<file path="src/rtl/imm_ext_pkg.sv">
`default_nettype none
// ============================================================================
// Module      : imm_ext_pkg
// Description : Immediate-extension mode codes and the shared extend function.
// Revision    : 1.0 - initial release
// ============================================================================
package imm_ext_pkg;

    // Widest result the shared extend function can produce.
    localparam int c_EXT_MAX_W = 64;

    typedef enum logic [1:0] {
        IMM_SIGN   = 2'b00,
        IMM_ZERO   = 2'b01,
        IMM_UPPER  = 2'b10,
        IMM_BRANCH = 2'b11
    } imm_mode_e;

    function automatic logic [c_EXT_MAX_W-1:0] low_mask(input int w);
        if (w >= c_EXT_MAX_W) begin
            return '1;
        end
        return (64'd1 << w) - 64'd1;
    endfunction

    // Widths are passed as arguments so one function serves every
    // parameterisation; callers truncate the result to their OUT_W.
    function automatic logic [c_EXT_MAX_W-1:0] extend_imm(
        input logic [c_EXT_MAX_W-1:0] imm,
        input logic [1:0]             mode,
        input int                     in_w,
        input int                     out_w,
        input int                     br_shift
    );
        logic [c_EXT_MAX_W-1:0] raw;
        logic [c_EXT_MAX_W-1:0] sext;
        logic [c_EXT_MAX_W-1:0] res;
        raw  = imm & low_mask(in_w);
        sext = raw;
        if ((raw & (64'd1 << (in_w - 1))) != '0) begin
            sext = raw | ~low_mask(in_w);
        end
        case (mode)
            IMM_SIGN:   res = sext;
            IMM_ZERO:   res = raw;
            IMM_UPPER:  res = raw << (out_w - in_w);
            IMM_BRANCH: res = sext << br_shift;
            default:    res = '0;
        endcase
        return res & low_mask(out_w);
    endfunction

endpackage : imm_ext_pkg
`default_nettype wire

</file>
<file path="src/rtl/pipe_skid_buf.sv">
`default_nettype none
// ============================================================================
// Module      : pipe_skid_buf
// Description : Two-entry valid/ready register slice (output reg + skid reg).
// Revision    : 1.0 - initial release
// ============================================================================
module pipe_skid_buf #(
    parameter int DATA_W = 37
) (
    input  logic              clk,
    input  logic              rst_n,
    input  logic              in_valid,
    output logic              in_ready,
    input  logic [DATA_W-1:0] in_data,
    output logic              out_valid,
    input  logic              out_ready,
    output logic [DATA_W-1:0] out_data
);

    generate
        if (DATA_W < 1) begin : g_param_check_fail
            $error("pipe_skid_buf: DATA_W must be at least 1");
        end
    endgenerate

    logic              r_out_valid;
    logic [DATA_W-1:0] r_out_data;
    logic              r_skid_valid;
    logic [DATA_W-1:0] r_skid_data;
    logic              w_in_xfer;
    logic              w_out_load;

    // in_ready comes only from a flop, so out_ready never reaches upstream.
    assign in_ready   = ~r_skid_valid;
    assign w_in_xfer  = in_valid & ~r_skid_valid;
    assign w_out_load = ~r_out_valid | out_ready;

    always_ff @(posedge clk or negedge rst_n) begin
        if (!rst_n) begin
            r_out_valid  <= 1'b0;
            r_out_data   <= '0;
            r_skid_valid <= 1'b0;
            r_skid_data  <= '0;
        end else if (w_out_load) begin
            if (r_skid_valid) begin
                // Skid is older than any input, so it drains first.
                r_out_valid  <= 1'b1;
                r_out_data   <= r_skid_data;
                r_skid_valid <= 1'b0;
            end else if (w_in_xfer) begin
                r_out_valid <= 1'b1;
                r_out_data  <= in_data;
            end else begin
                r_out_valid <= 1'b0;
            end
        end else if (w_in_xfer) begin
            r_skid_valid <= 1'b1;
            r_skid_data  <= in_data;
        end
    end

    assign out_valid = r_out_valid;
    assign out_data  = r_out_data;

endmodule : pipe_skid_buf
`default_nettype wire

</file>
<file path="src/rtl/imm_extend_pipe.sv">
`default_nettype none
// ============================================================================
// Module      : imm_extend_pipe
// Description : Registered immediate extender (sign/zero/upper/branch) with skid.
// Revision    : 1.0 - initial release
// ============================================================================
module imm_extend_pipe
    import imm_ext_pkg::*;
#(
    parameter int IN_W     = 16,
    parameter int OUT_W    = 32,
    parameter int BR_SHIFT = 2,
    parameter int TAG_W    = 5
) (
    input  logic             clk,
    input  logic             rst_n,
    input  logic             in_valid,
    output logic             in_ready,
    input  logic [IN_W-1:0]  in_imm,
    input  logic [1:0]       in_mode,
    input  logic [TAG_W-1:0] in_tag,
    output logic             out_valid,
    input  logic             out_ready,
    output logic [OUT_W-1:0] out_imm,
    output logic [TAG_W-1:0] out_tag
);

    localparam int c_DATA_W = OUT_W + TAG_W;

    generate
        if (IN_W < 1 || OUT_W < IN_W + BR_SHIFT || OUT_W > c_EXT_MAX_W)
        begin : g_param_check_fail
            $error("imm_extend_pipe: illegal IN_W/OUT_W/BR_SHIFT combination");
        end
    endgenerate

    logic [OUT_W-1:0]    w_ext_imm;
    logic [c_DATA_W-1:0] w_in_data;
    logic [c_DATA_W-1:0] w_out_data;

    assign w_ext_imm = OUT_W'(extend_imm(c_EXT_MAX_W'(in_imm), in_mode,
                                         IN_W, OUT_W, BR_SHIFT));
    assign w_in_data = {in_tag, w_ext_imm};

    pipe_skid_buf #(
        .DATA_W (c_DATA_W)
    ) u_skid (
        .clk       (clk),
        .rst_n     (rst_n),
        .in_valid  (in_valid),
        .in_ready  (in_ready),
        .in_data   (w_in_data),
        .out_valid (out_valid),
        .out_ready (out_ready),
        .out_data  (w_out_data)
    );

    assign out_imm = w_out_data[OUT_W-1:0];
    assign out_tag = w_out_data[c_DATA_W-1:OUT_W];

endmodule : imm_extend_pipe
`default_nettype wire

</file>
<file path="config.mk">
export PLATFORM = sky130hd
export DESIGN_NAME = imm_extend_pipe
export DESIGN_NICKNAME = d
export VERILOG_FILES = /design/src/rtl/imm_ext_pkg.sv /design/src/rtl/pipe_skid_buf.sv /design/src/rtl/imm_extend_pipe.sv
export SDC_FILE = /design/constraint.sdc
export NUM_CORES = 1
export LEC_CHECK = 0
export BUFFER_PORTS_ARGS = -buffer_cell sky130_fd_sc_hd__buf_4
export CAP_MARGIN = 30
export CORE_ASPECT_RATIO = 1.25
export CORE_UTILIZATION = 43
export DETAILED_ROUTE_END_ITERATION = 10
export GPL_TIMING_DRIVEN = 0
export PLACE_DENSITY = 0.66
export SLEW_MARGIN = 20
export SYNTH_ARGS = -nofsm -noshare
export SYNTH_HDL_FRONTEND = slang
export SYNTH_SLANG_ARGS = --single-unit
</file>
<file path="constraint.sdc">
create_clock -name clk -period 1.4 [get_ports clk]
set_clock_uncertainty 0.05 [all_clocks]
set_input_delay 0.07 -clock clk [delete_from_list [all_inputs] [get_ports clk]]
set_output_delay 0.07 -clock clk [all_outputs]
set_load 0.01 [all_outputs]
</file>
==> results.py, run 1 <==
metrics = {
    "global_route": {
        "antenna_found_initial": 0,
        "grt_pass1_vias": 3328,
        "track_usage_pct": 24.47,
        "grt_max_degree": 77,
        "grt_pass1_wl_mm": 16.95,
        "gr-total-overflow": 0,
    },
    "setup_path": {
        "crit_type": "reg -> reg",
        "cp_data_arrival_time_ps": 1690,
        "cp-startpoint": "u_skid.r_skid_valid",
        "rr_worst_depth": 4,
        "worst-endpoint-required_ps": 1600,
        "r2r_slack_ps": -90,
        "cp-end-kind": "register",
        "worstPathMaxFanout": 7,
        "r2r-start": "u_skid.r_skid_valid",
        "critPathLaunchType": "register",
    },
    "status": {
        "violations": "setup timing",
        "status": "complete, but fails checks",
    },
    "clocking": {
        "cts.clk_slew.worst_paths_ps": 80,
        "cts_htree_levels": 3,
        "cts_tree": "done",
        "cts_buffers": 9,
        "cts_sinks": 76,
        "cts_root_buf": "clkbuf_8",
        "clk_path_buf_depth": 2,
        "worstSkewPairLatency_ps": 360,
    },
    "sta": {
        "worstMarginPinSlew_ps": 534.9,
        "fmax_mhz": 670.1,
        "min_period_over_period_pct": 106.6,
        "rsz0062_at_grt": "yes",
        "holdWs_ps": 28.67,
        "period_needed_ps": 1492,
        "finalSetupTns_ps": -963.9,
        "setup_viol": 36,
        "fin_ws_ps": -92.35,
        "maxSlewViolCount": 0,
        "max_slew_margin_pct": 64.34,
        "hold_violations": 0,
    },
    "finish": {
        "final_common_cell": "buf_4",
        "layout_common_cells": "buf_4 (76), dfrtp_1 (75), a21oi_1 (58)",
        "num-nets-final": 515,
        "antennaDiodeCount": 0,
        "design_area_sq_mm": 0.005020,
        "n_fill_cell": 733,
        "area_delta_synth_final_pct": 33.29,
        "fin_cells": 610,
        "drive_above_1_share_pct": 31.24,
    },
    "run": {
        "max_cap_viol_count": 0,
    },
    "place": {
        "dp_hpwl_mm": 7.076,
        "placed_cells": 567,
        "postPlaceCellArea_sq_mm": 0.004397,
        "port_buffers": 63,
        "place_congestion": 0.8513,
    },
    "yosys": {
        "ys_types": 32,
        "synth_top_family_by_area": "compound AO/OA/AOI/OAI gates",
        "synth_compound_area_share_pct": 23.55,
        "yosys.area_share.simple_pct": 11.50,
        "synthMuxAreaShare_pct": 7.674,
        "yosysWarnings": 0,
        "syn_area_sq_mm": 0.003766,
        "ys_seq_area_share_pct": 50.50,
        "synth-seq-cells": 76,
        "synth-xor-area-share_pct": 0,
        "synth-adder-area-share_pct": 0,
        "synthCells": 387,
        "avgSynthCellArea_sq_um": 9.732,
        "synth_fp_nets": 414,
    },
    "power_and_ir_drop": {
        "p_leak_nw": 2.159,
        "pwr_density_cell_mw_per_mm2": 1283,
        "irDropWorstVdd_mv": 0.5771,
    },
    "detailed_routing": {
        "dr.pass1.iters": 5,
        "drc": 0,
        "postRouteAntennaNets": 0,
        "routed_wirelength_mm": 10.44,
        "dr_total_vias": 3352,
        "wl_per_cell_um": 17.12,
        "routed_via_density": 5.495,
        "initialDrtViolationCount": 168,
    },
    "floorplanning": {
        "row_count": 37,
        "core_area_sq_mm": 0.008379,
        "die_width_um": 85.71,
        "pin_count": 66,
        "dieArea_sq_mm": 0.009139,
        "die_h_um": 106.6,
        "initial_core_util_pct": 44.95,
    },
    "hold_path": {
        "holdCritPathClass": "in -> reg",
        "holdPathStages": 3,
        "min_from": "in_mode[0]",
    },
}
==> critical path, cell delays in order (launching register included) <==
cell and delay [ps]:
dfrtp_2 450, and4bb_1 290, buf_6 160, buf_4 120
mux2_2 310
==> final cells by class <==
class	instances	area [sq um]	share of cell area, %
Multi-Input combinational cell	267	1655	32.98
Sequential cell	76	1903	37.91
Timing Repair Buffer	92	773.2	15.40
Tap cell	117	146.4	2.916
Inverter	5	20.02	0.3988
Clock inverter	4	47.55	0.9472
Clock buffer	12	155.1	3.091
Buffer	37	319.1	6.356
==> flip-flops by register name, summed over array words and instances, names as in the netlist <==
signal / count
u_skid.out_data: 37
u_skid.out_valid: 1
u_skid.r_skid_data: 37
u_skid.r_skid_valid: 1
==> report_power, final <==
part | total, mW | switching (mW) | internal (mW)
registers | 2.93 | 0.263 | 2.67
clock network | 1.73 | 0.816 | 0.916
logic | 1.78 | 0.881 | 0.895
==> cell families after synthesis <==
logic type | Yosys count
flip-flops | 76
multiplexers | 25
AO/OA/AOI/OAI | 153
AND/OR/NAND/NOR | 89
buffers and inverters | 44
==> final timing paths <==
kind / to
worst min-delay path: u_skid.r_skid_data[16]
worst max register to register: u_skid.r_skid_data[36]
max in group asynchronous: u_skid.r_skid_data[10]
worst min register to register: u_skid.out_data[4]
worst max-delay path: u_skid.r_skid_data[36]
min in group asynchronous: u_skid.out_data[0]
==> cell usage after synthesis, drive strengths merged <==
library cell	count	area, sq um
a22o	1	8.760
nor2b	16	100.1
nand3b	2	15.01
inv	4	15.01
nor3	1	5.000
and3	1	6.260
nand3	17	85.08
nor2	44	165.2
o21a	1	7.510
a211oi	14	105.1
mux2i	6	60.06
and4bb	1	12.51
o31ai	14	105.1
o21ai	48	244.0
nand2b	2	12.51
nand2	1	3.750
mux2	19	229.0
o211ai	16	120.1
dfrtp	76	1902
clkbuf	9	33.78
buf	30	202.7
a31oi	1	6.260
and2	2	12.51
nor3b	2	15.01
a21oi	58	290.3
clkinv	1	3.750
==> per-layer routing <==
metal | vias to the layer above | GRT usage, % | routed length (um)
met2 | 113 | 40.51 | 5206
met1 | 1626 | 30.94 | 4487
met4 | 0 | 13.45 | 291
met3 | 19 | 3.233 | 458
li1 | 1594 | - | -
met5 | - | 0 | 0
==> per-stage QoR <==
stage	util [%]	power, mW	worst slack [ps]
finish	59.91	6.442	-92.35
global route	59.91	6.764	-132.1
CTS	58.80	6.395	-85.14
detailed placement	52.47	4.569	-250.3
global placement	52.47	4.528	-215.5
floorplan	-	3.831	-25.86
==> what timing repair did <==
action	CTS	global route
hold endpoints to repair	100	0
endpoints found under the setup margin	71	74
gates resized for setup	31	44
hold buffers	20	0
buffers inserted	6	1
pin swaps	1	3
gates cloned	1	0
Power figures use the tool's default switching activity.
==> inputs of run 2 (changes only) <==
--- a/config.mk
+++ b/config.mk
@@ -7,12 +7,15 @@
 export LEC_CHECK = 0
 export BUFFER_PORTS_ARGS = -buffer_cell sky130_fd_sc_hd__buf_4
 export CAP_MARGIN = 30
+export CELL_PAD_IN_SITES_DETAIL_PLACEMENT = 0
+export CELL_PAD_IN_SITES_GLOBAL_PLACEMENT = 2
 export CORE_ASPECT_RATIO = 1.25
-export CORE_UTILIZATION = 43
+export CORE_UTILIZATION = 31
 export DETAILED_ROUTE_END_ITERATION = 10
 export GPL_TIMING_DRIVEN = 0
-export PLACE_DENSITY = 0.66
+export PLACE_DENSITY_LB_ADDON = 0.1
 export SLEW_MARGIN = 20
 export SYNTH_ARGS = -nofsm -noshare
 export SYNTH_HDL_FRONTEND = slang
 export SYNTH_SLANG_ARGS = --single-unit
+export TNS_END_PERCENT = 20
==> constraint.sdc (replaced) <==
create_clock -name clk -period 1.3 [get_ports clk]
set_clock_uncertainty 0.05 [all_clocks]
set_input_delay 0.065 -clock clk [delete_from_list [all_inputs] [get_ports clk]]
set_output_delay 0.065 -clock clk [all_outputs]
set_load 0.01 [all_outputs]
==> results.py, run 2 (synthesis gave the netlist of run 1 again) <==
metrics = {
    "setup_path": {
        "r2r_end": "u_skid.r_skid_data[34]",
        "critical-path-top-delay-family": "flip-flops",
        "r2r_slack_ps": -150,
        "crit_type": "reg -> reg",
        "critPathLaunchType": "register",
        "cp-end-kind": "register",
        "cp_data_arrival_time_ps": 1620,
        "r2r-start": "u_skid.r_skid_valid",
        "cp_slowest_cell": "dfrtp_2",
        "rr_worst_depth": 4,
        "worstPathMaxFanout": 6,
        "worstPathCellList": "and4bb_1 > buf_6 > buf_12 > mux2_4",
        "path_buf_inv": 2,
        "worst-endpoint-required_ps": 1470,
        "slowest_delay_ps": 430,
    },
    "clocking": {
        "cts_htree_levels": 3,
        "cts_root_buf": "clkbuf_16",
        "cts_sinks": 76,
        "clk_path_buf_depth": 2,
        "cts.clk_slew.worst_paths_ps": 60,
        "cts_buffers": 9,
        "cts_tree": "done",
        "worstSkewPairLatency_ps": 330,
    },
    "finish": {
        "design_area_sq_mm": 0.005226,
        "regArea_sq_mm": 0.001903,
        "antennaDiodeCount": 0,
        "layout_common_cells": "dfrtp_1 (75), buf_4 (72), a21oi_1 (54)",
        "final_util_pct": 44.57,
        "area_delta_synth_final_pct": 38.77,
        "num-nets-final": 505,
        "final_common_cell": "dfrtp_1",
        "drive_above_1_share_pct": 33.54,
        "multiInputGateArea_sq_mm": 0.001698,
        "n_fill_cell": 1176,
    },
    "sta": {
        "maxSlewViolCount": 0,
        "fmax_mhz": 687.9,
        "min_period_over_period_pct": 111.8,
        "period_needed_ps": 1454,
        "hold_violations": 0,
        "rsz0062_at_grt": "yes",
        "max_slew_margin_pct": 56.33,
        "setup_viol": 59,
        "fin_ws_ps": -153.8,
        "worstMarginPinSlew_ps": 655.1,
    },
    "detailed_routing": {
        "maxUsedRoutingLayer": "met4",
        "routed_via_density": 5.062,
        "dr.pass1.iters": 4,
        "drc": 0,
        "postRouteAntennaNets": 0,
        "met2_length_mm": 6.029,
        "initialDrtViolationCount": 99,
        "wl_per_cell_um": 18.30,
        "wl_met1_mm": 5.301,
        "wl_met3_um": 315,
        "dr_total_vias": 3260,
        "routed_wirelength_mm": 11.79,
    },
    "status": {
        "violations": "setup timing",
        "status": "complete, but fails checks",
    },
    "power_and_ir_drop": {
        "p_sw_share_pct": 28.55,
        "comb_power_share_pct": 25.2,
        "seqPwrFrac_pct": 40.2,
        "power.total_mw": 7.839,
        "pwr_density_cell_mw_per_mm2": 1500,
        "p_leak_nw": 2.213,
        "p_clk_share_pct": 34.5,
        "irDropWorstVdd_mv": 0.6040,
        "p_int_mw": 5.601,
        "switchingPower_mw": 2.238,
    },
    "global_route": {
        "grt_pass1_wl_mm": 18.46,
        "grt_pass1_vias": 3294,
        "gr-total-overflow": 0,
        "antenna_found_initial": 0,
        "grt_max_degree": 49,
        "track_usage_pct": 19.53,
    },
    "floorplanning": {
        "initial_core_util_pct": 32.12,
        "row_count": 44,
        "core_area_sq_mm": 0.01173,
        "die_width_um": 100.6,
        "die_h_um": 125.2,
        "dieArea_sq_mm": 0.01260,
        "pin_count": 66,
    },
    "hold_path": {
        "whs_endpoint": "u_skid.r_skid_data[15]",
        "holdPathStages": 3,
        "min_from": "in_imm[13]",
        "holdCritPathClass": "in -> reg",
    },
    "place": {
        "dp_hpwl_mm": 8.287,
        "place_congestion": 0.7443,
        "postPlaceCellArea_sq_mm": 0.004476,
        "port_buffers": 63,
    },
    "run": {
        "max_cap_viol_count": 0,
    },
}
==> run 2: cell types whose count changed in the layout (fill, tap and decap cells not counted), sizes merged <==
cell,previous run,this run
clkbuf,20,22
buf,101,100
clkinv,3,4
dlygate4sd3,20,8
clkinvlp,1,0
bufinv,1,2
==> run 2: metrics by stage <==
stage,TNS [ps],setup slack [ps],std cells,hold WS [ps]
2_1_floorplan,-758.8,-125.9,387,-280.6
3_3_place_gp,-17100,-414.3,611,256.0
3_5_place_dp,-16830,-371.7,612,96.52
4_1_cts,-5897,-160.6,644,6.789
5_1_grt,-7352,-184.9,644,37.74
6_report,-3589,-153.8,644,15.30
==> run 2: routing by layer <==
metal / up-vias / global-route usage [%]
met3: 13 / 3.242
met1: 1619 / 25.54
met2: 58 / 32.15
li1: 1570 / -
met4: 0 / 7.332
met5: - / 0
==> run 2: how the worst max path moves through the flow <==
stage	startpoint	end	slack, ps	cells after the start
2_1_floorplan	u_skid.r_skid_valid	u_skid.r_skid_data[32]	-130	5
3_3_place_gp	u_skid.out_valid	u_skid.out_data[36]	-410	5
3_5_place_dp	u_skid.r_skid_valid	u_skid.out_data[25]	-370	5
4_1_cts	u_skid.r_skid_valid	u_skid.r_skid_data[35]	-160	4
5_1_grt	u_skid.r_skid_valid	u_skid.r_skid_data[33]	-180	4
6_report	u_skid.r_skid_valid	u_skid.r_skid_data[34]	-150	4
==> run 2: worst reg2reg max path, delay by kind of cell, from the launching register on <==
family / cells / cell delay, ps
flops: 1 / 430
simple gates: 1 / 270
mux: 1 / 300
buf+inv: 2 / 290
==> run 2: final cells by class <==
class / instances / area share (%)
sequential: 76 / 36.41
multi-input combinational: 267 / 32.49
timing repair buffer: 81 / 12.90
buffer: 38 / 7.876
clock buffer: 11 / 4.644
tap: 161 / 3.854
clock inverter: 5 / 1.436
inverter: 5 / 0.3831
==> run 2: power groups by stage <==
stage	logic, mW	registers, mW	clock network [mW]
2_1_floorplan	0.873	3.26	0
3_3_place_gp	1.76	3.17	0
3_5_place_dp	1.78	3.19	0
4_1_cts	1.96	3.16	2.77
5_1_grt	2.16	3.22	2.86
6_report	1.98	3.16	2.70
==> run 2: repair_timing <==
item                       in CTS  in global routing
gates resized for setup        73                 25
buffers inserted                7                  0
hold endpoints to repair       59                  0
gates cloned                    2                  0
setup endpoints to repair      77                 75
hold buffers                    8                  0
pin swaps                       2                  4
==> inputs of run 3 (changes only) <==
--- a/config.mk
+++ b/config.mk
@@ -5,12 +5,13 @@
 export SDC_FILE = /design/constraint.sdc
 export NUM_CORES = 1
 export LEC_CHECK = 0
+export ABC_AREA = 1
 export BUFFER_PORTS_ARGS = -buffer_cell sky130_fd_sc_hd__buf_4
 export CAP_MARGIN = 30
 export CELL_PAD_IN_SITES_DETAIL_PLACEMENT = 0
 export CELL_PAD_IN_SITES_GLOBAL_PLACEMENT = 2
 export CORE_ASPECT_RATIO = 1.25
-export CORE_UTILIZATION = 31
+export CORE_UTILIZATION = 29
 export DETAILED_ROUTE_END_ITERATION = 10
 export GPL_TIMING_DRIVEN = 0
 export PLACE_DENSITY_LB_ADDON = 0.1
==> results.py, run 3 <==
metrics = {
    "floorplanning": {
        "core_area_sq_mm": 0.01266,
        "initial_core_util_pct": 29.65,
        "pin_count": 66,
        "row_count": 46,
        "die_width_um": 103.8,
        "dieArea_sq_mm": 0.01341,
        "die_h_um": 129.2,
    },
    "clocking": {
        "clk_path_buf_depth": 2,
        "cts_buffers": 9,
        "cts_sinks": 76,
        "cts_root_buf": "clkbuf_16",
        "cts_tree": "done",
        "worstSkewPairLatency_ps": 340,
        "cts.clk_slew.worst_paths_ps": 60,
        "cts_htree_levels": 3,
    },
    "place": {
        "place_congestion": 0.7788,
        "postPlaceCellArea_sq_mm": 0.004473,
        "dp_hpwl_mm": 8.212,
        "post-place-ws_ps": -338.3,
        "port_buffers": 65,
        "placed_cells": 734,
    },
    "yosys": {
        "synth_edf_count": 0,
        "synth-seq-cells": 76,
        "synth_top_area_share_pct": 50.65,
        "syn_area_sq_mm": 0.003755,
        "synthCells": 500,
        "yosysMostFrequentCell": "nand2_1",
        "avgSynthCellArea_sq_um": 7.510,
        "synth_top_family_by_area": "simple AND/OR/NAND/NOR gates",
        "synth_compound_area_share_pct": 7.931,
        "yosys.area_share.simple_pct": 33.62,
        "ys_types": 20,
        "ys_seq_area_share_pct": 50.65,
        "synth-xor-area-share_pct": 0,
        "synthMuxAreaShare_pct": 0,
        "yosysTopAreaCell": "dfrtp_1",
        "synth_ff_type": "dfrtp_1",
        "synth.area.top_cells": "dfrtp_1 (51%), nand2_1 (23%), nand3_1 (4.3%)",
        "synth_fp_nets": 527,
        "synth_top_cells_by_count": "nand2_1 (232), dfrtp_1 (76), nand3_1 (32), inv_1 (28), o21ai_0 (25)",
        "yosysWarnings": 0,
        "async_reset_ff_share_pct": 100.0,
        "synth-adder-area-share_pct": 0,
    },
    "hold_path": {
        "holdPathStages": 3,
        "holdCritPathClass": "in -> reg",
    },
    "sta": {
        "fmax_mhz": 731.7,
        "hold_violations": 0,
        "finalSetupTns_ps": -1314,
        "min_period_over_period_pct": 105.1,
        "rsz0062_at_grt": "yes",
        "maxSlewViolCount": 0,
        "worstMarginPinSlew_ps": 617.1,
        "fin_ws_ps": -66.59,
        "setup_viol": 44,
        "holdWs_ps": 9.353,
        "max_slew_margin_pct": 58.86,
        "period_needed_ps": 1367,
    },
    "finish": {
        "final_common_cell": "nand2_1",
        "design_area_sq_mm": 0.005303,
        "antennaDiodeCount": 0,
        "final_util_pct": 41.88,
        "layout_common_cells": "nand2_1 (219), buf_4 (79), dfrtp_1 (76)",
        "fin_cells": 774,
        "area_delta_synth_final_pct": 41.22,
        "drive_above_1_share_pct": 25.91,
        "num-nets-final": 628,
        "n_fill_cell": 1305,
    },
    "global_route": {
        "gr-total-overflow": 0,
        "track_usage_pct": 18.77,
        "grt_max_degree": 45,
        "antenna_found_initial": 0,
        "grt_pass1_vias": 3551,
        "grt_pass1_wl_mm": 19.20,
    },
    "power_and_ir_drop": {
        "switchingPower_mw": 2.317,
        "comb_power_share_pct": 25.0,
        "p_leak_nw": 2.842,
        "power.total_mw": 7.798,
        "p_int_mw": 5.482,
        "pwr_density_cell_mw_per_mm2": 1471,
        "p_sw_share_pct": 29.71,
        "irDropWorstVdd_mv": 0.6272,
        "seqPwrFrac_pct": 39.4,
        "p_clk_share_pct": 35.5,
    },
    "setup_path": {
        "worstPathMaxFanout": 6,
        "rr_worst_depth": 8,
        "crit_type": "reg -> out",
        "r2r_slack_ps": -60,
        "cp-end-kind": "output port",
        "worst-endpoint-required_ps": 1190,
        "cp_data_arrival_time_ps": 1250,
        "critPathLaunchType": "register",
    },
    "status": {
        "status": "complete, but fails checks",
        "violations": "setup timing",
    },
    "detailed_routing": {
        "initialDrtViolationCount": 157,
        "dr_total_vias": 3531,
        "wl_met3_um": 426,
        "maxUsedRoutingLayer": "met4",
        "wl_per_cell_um": 15.63,
        "met2_length_mm": 5.935,
        "dr.pass1.iters": 5,
        "wl_met1_mm": 5.654,
        "routed_wirelength_mm": 12.10,
        "postRouteAntennaNets": 0,
        "routed_via_density": 4.562,
        "drc": 0,
    },
    "run": {
        "max_cap_viol_count": 0,
    },
}
run 3: area by class of cell:
type	count	area, sq um	share of cell area [%]
multi-input cells	362	1645	31.03
repair buffers	90	785.8	14.82
plain buffers	30	311.5	5.875
well taps	168	210.2	3.964
clock inverters	6	86.33	1.628
inverters	32	122.6	2.312
clock buffers	10	239.0	4.507
flip-flops and latches	76	1902	35.87
run 3: worst paths after layout:
path                                   startpoint                      to
max in group asynchronous                   rst_n  u_skid.r_skid_data[26]
max                           u_skid.r_skid_valid                in_ready
min                                     in_imm[0]   u_skid.r_skid_data[0]
min reg2reg                u_skid.r_skid_data[26]  u_skid.r_skid_data[26]
max reg2reg                   u_skid.r_skid_valid     u_skid.out_data[28]
min in group asynchronous                   rst_n      u_skid.out_data[4]
run 3: power by group through the flow:
stage                     logic [mW]  registers [mW]  clock network (mW)
final                           1.95            3.08                2.77
after global routing            2.19            3.13                2.93
after CTS                       1.85            3.07                2.83
after detailed placement        1.71            3.10                   0
after global placement          1.70            3.09                   0
after floorplan                0.818            3.18                   0
run 3: repair_timing:
action                                 in CTS  in global routing
hold buffers                                7                  0
buffers inserted                           12                  2
setup endpoints to repair                  75                 74
gates resized for setup                    36                 55
endpoints found under the hold margin      50                  0
pin swaps                                   9                 15
gates cloned                                0                  3
run 3: cell families after synthesis:
logic type / Yosys count
compound gates: 56
buf+inv: 62
simple gates: 306
flops: 76
run 3: worst max-delay path, stage by stage (launching register included):
cell and delay (ps):
dfrtp_1 410, inv_2 130, buf_8 150, buf_12 120, buf_6 90
run 3: metal layers:
layer,vias to the layer above,GRT usage (%)
met5,-,0
met4,0,5.630
met3,6,3.169
met2,73,32.33
met1,1657,24.32
li1,1795,-
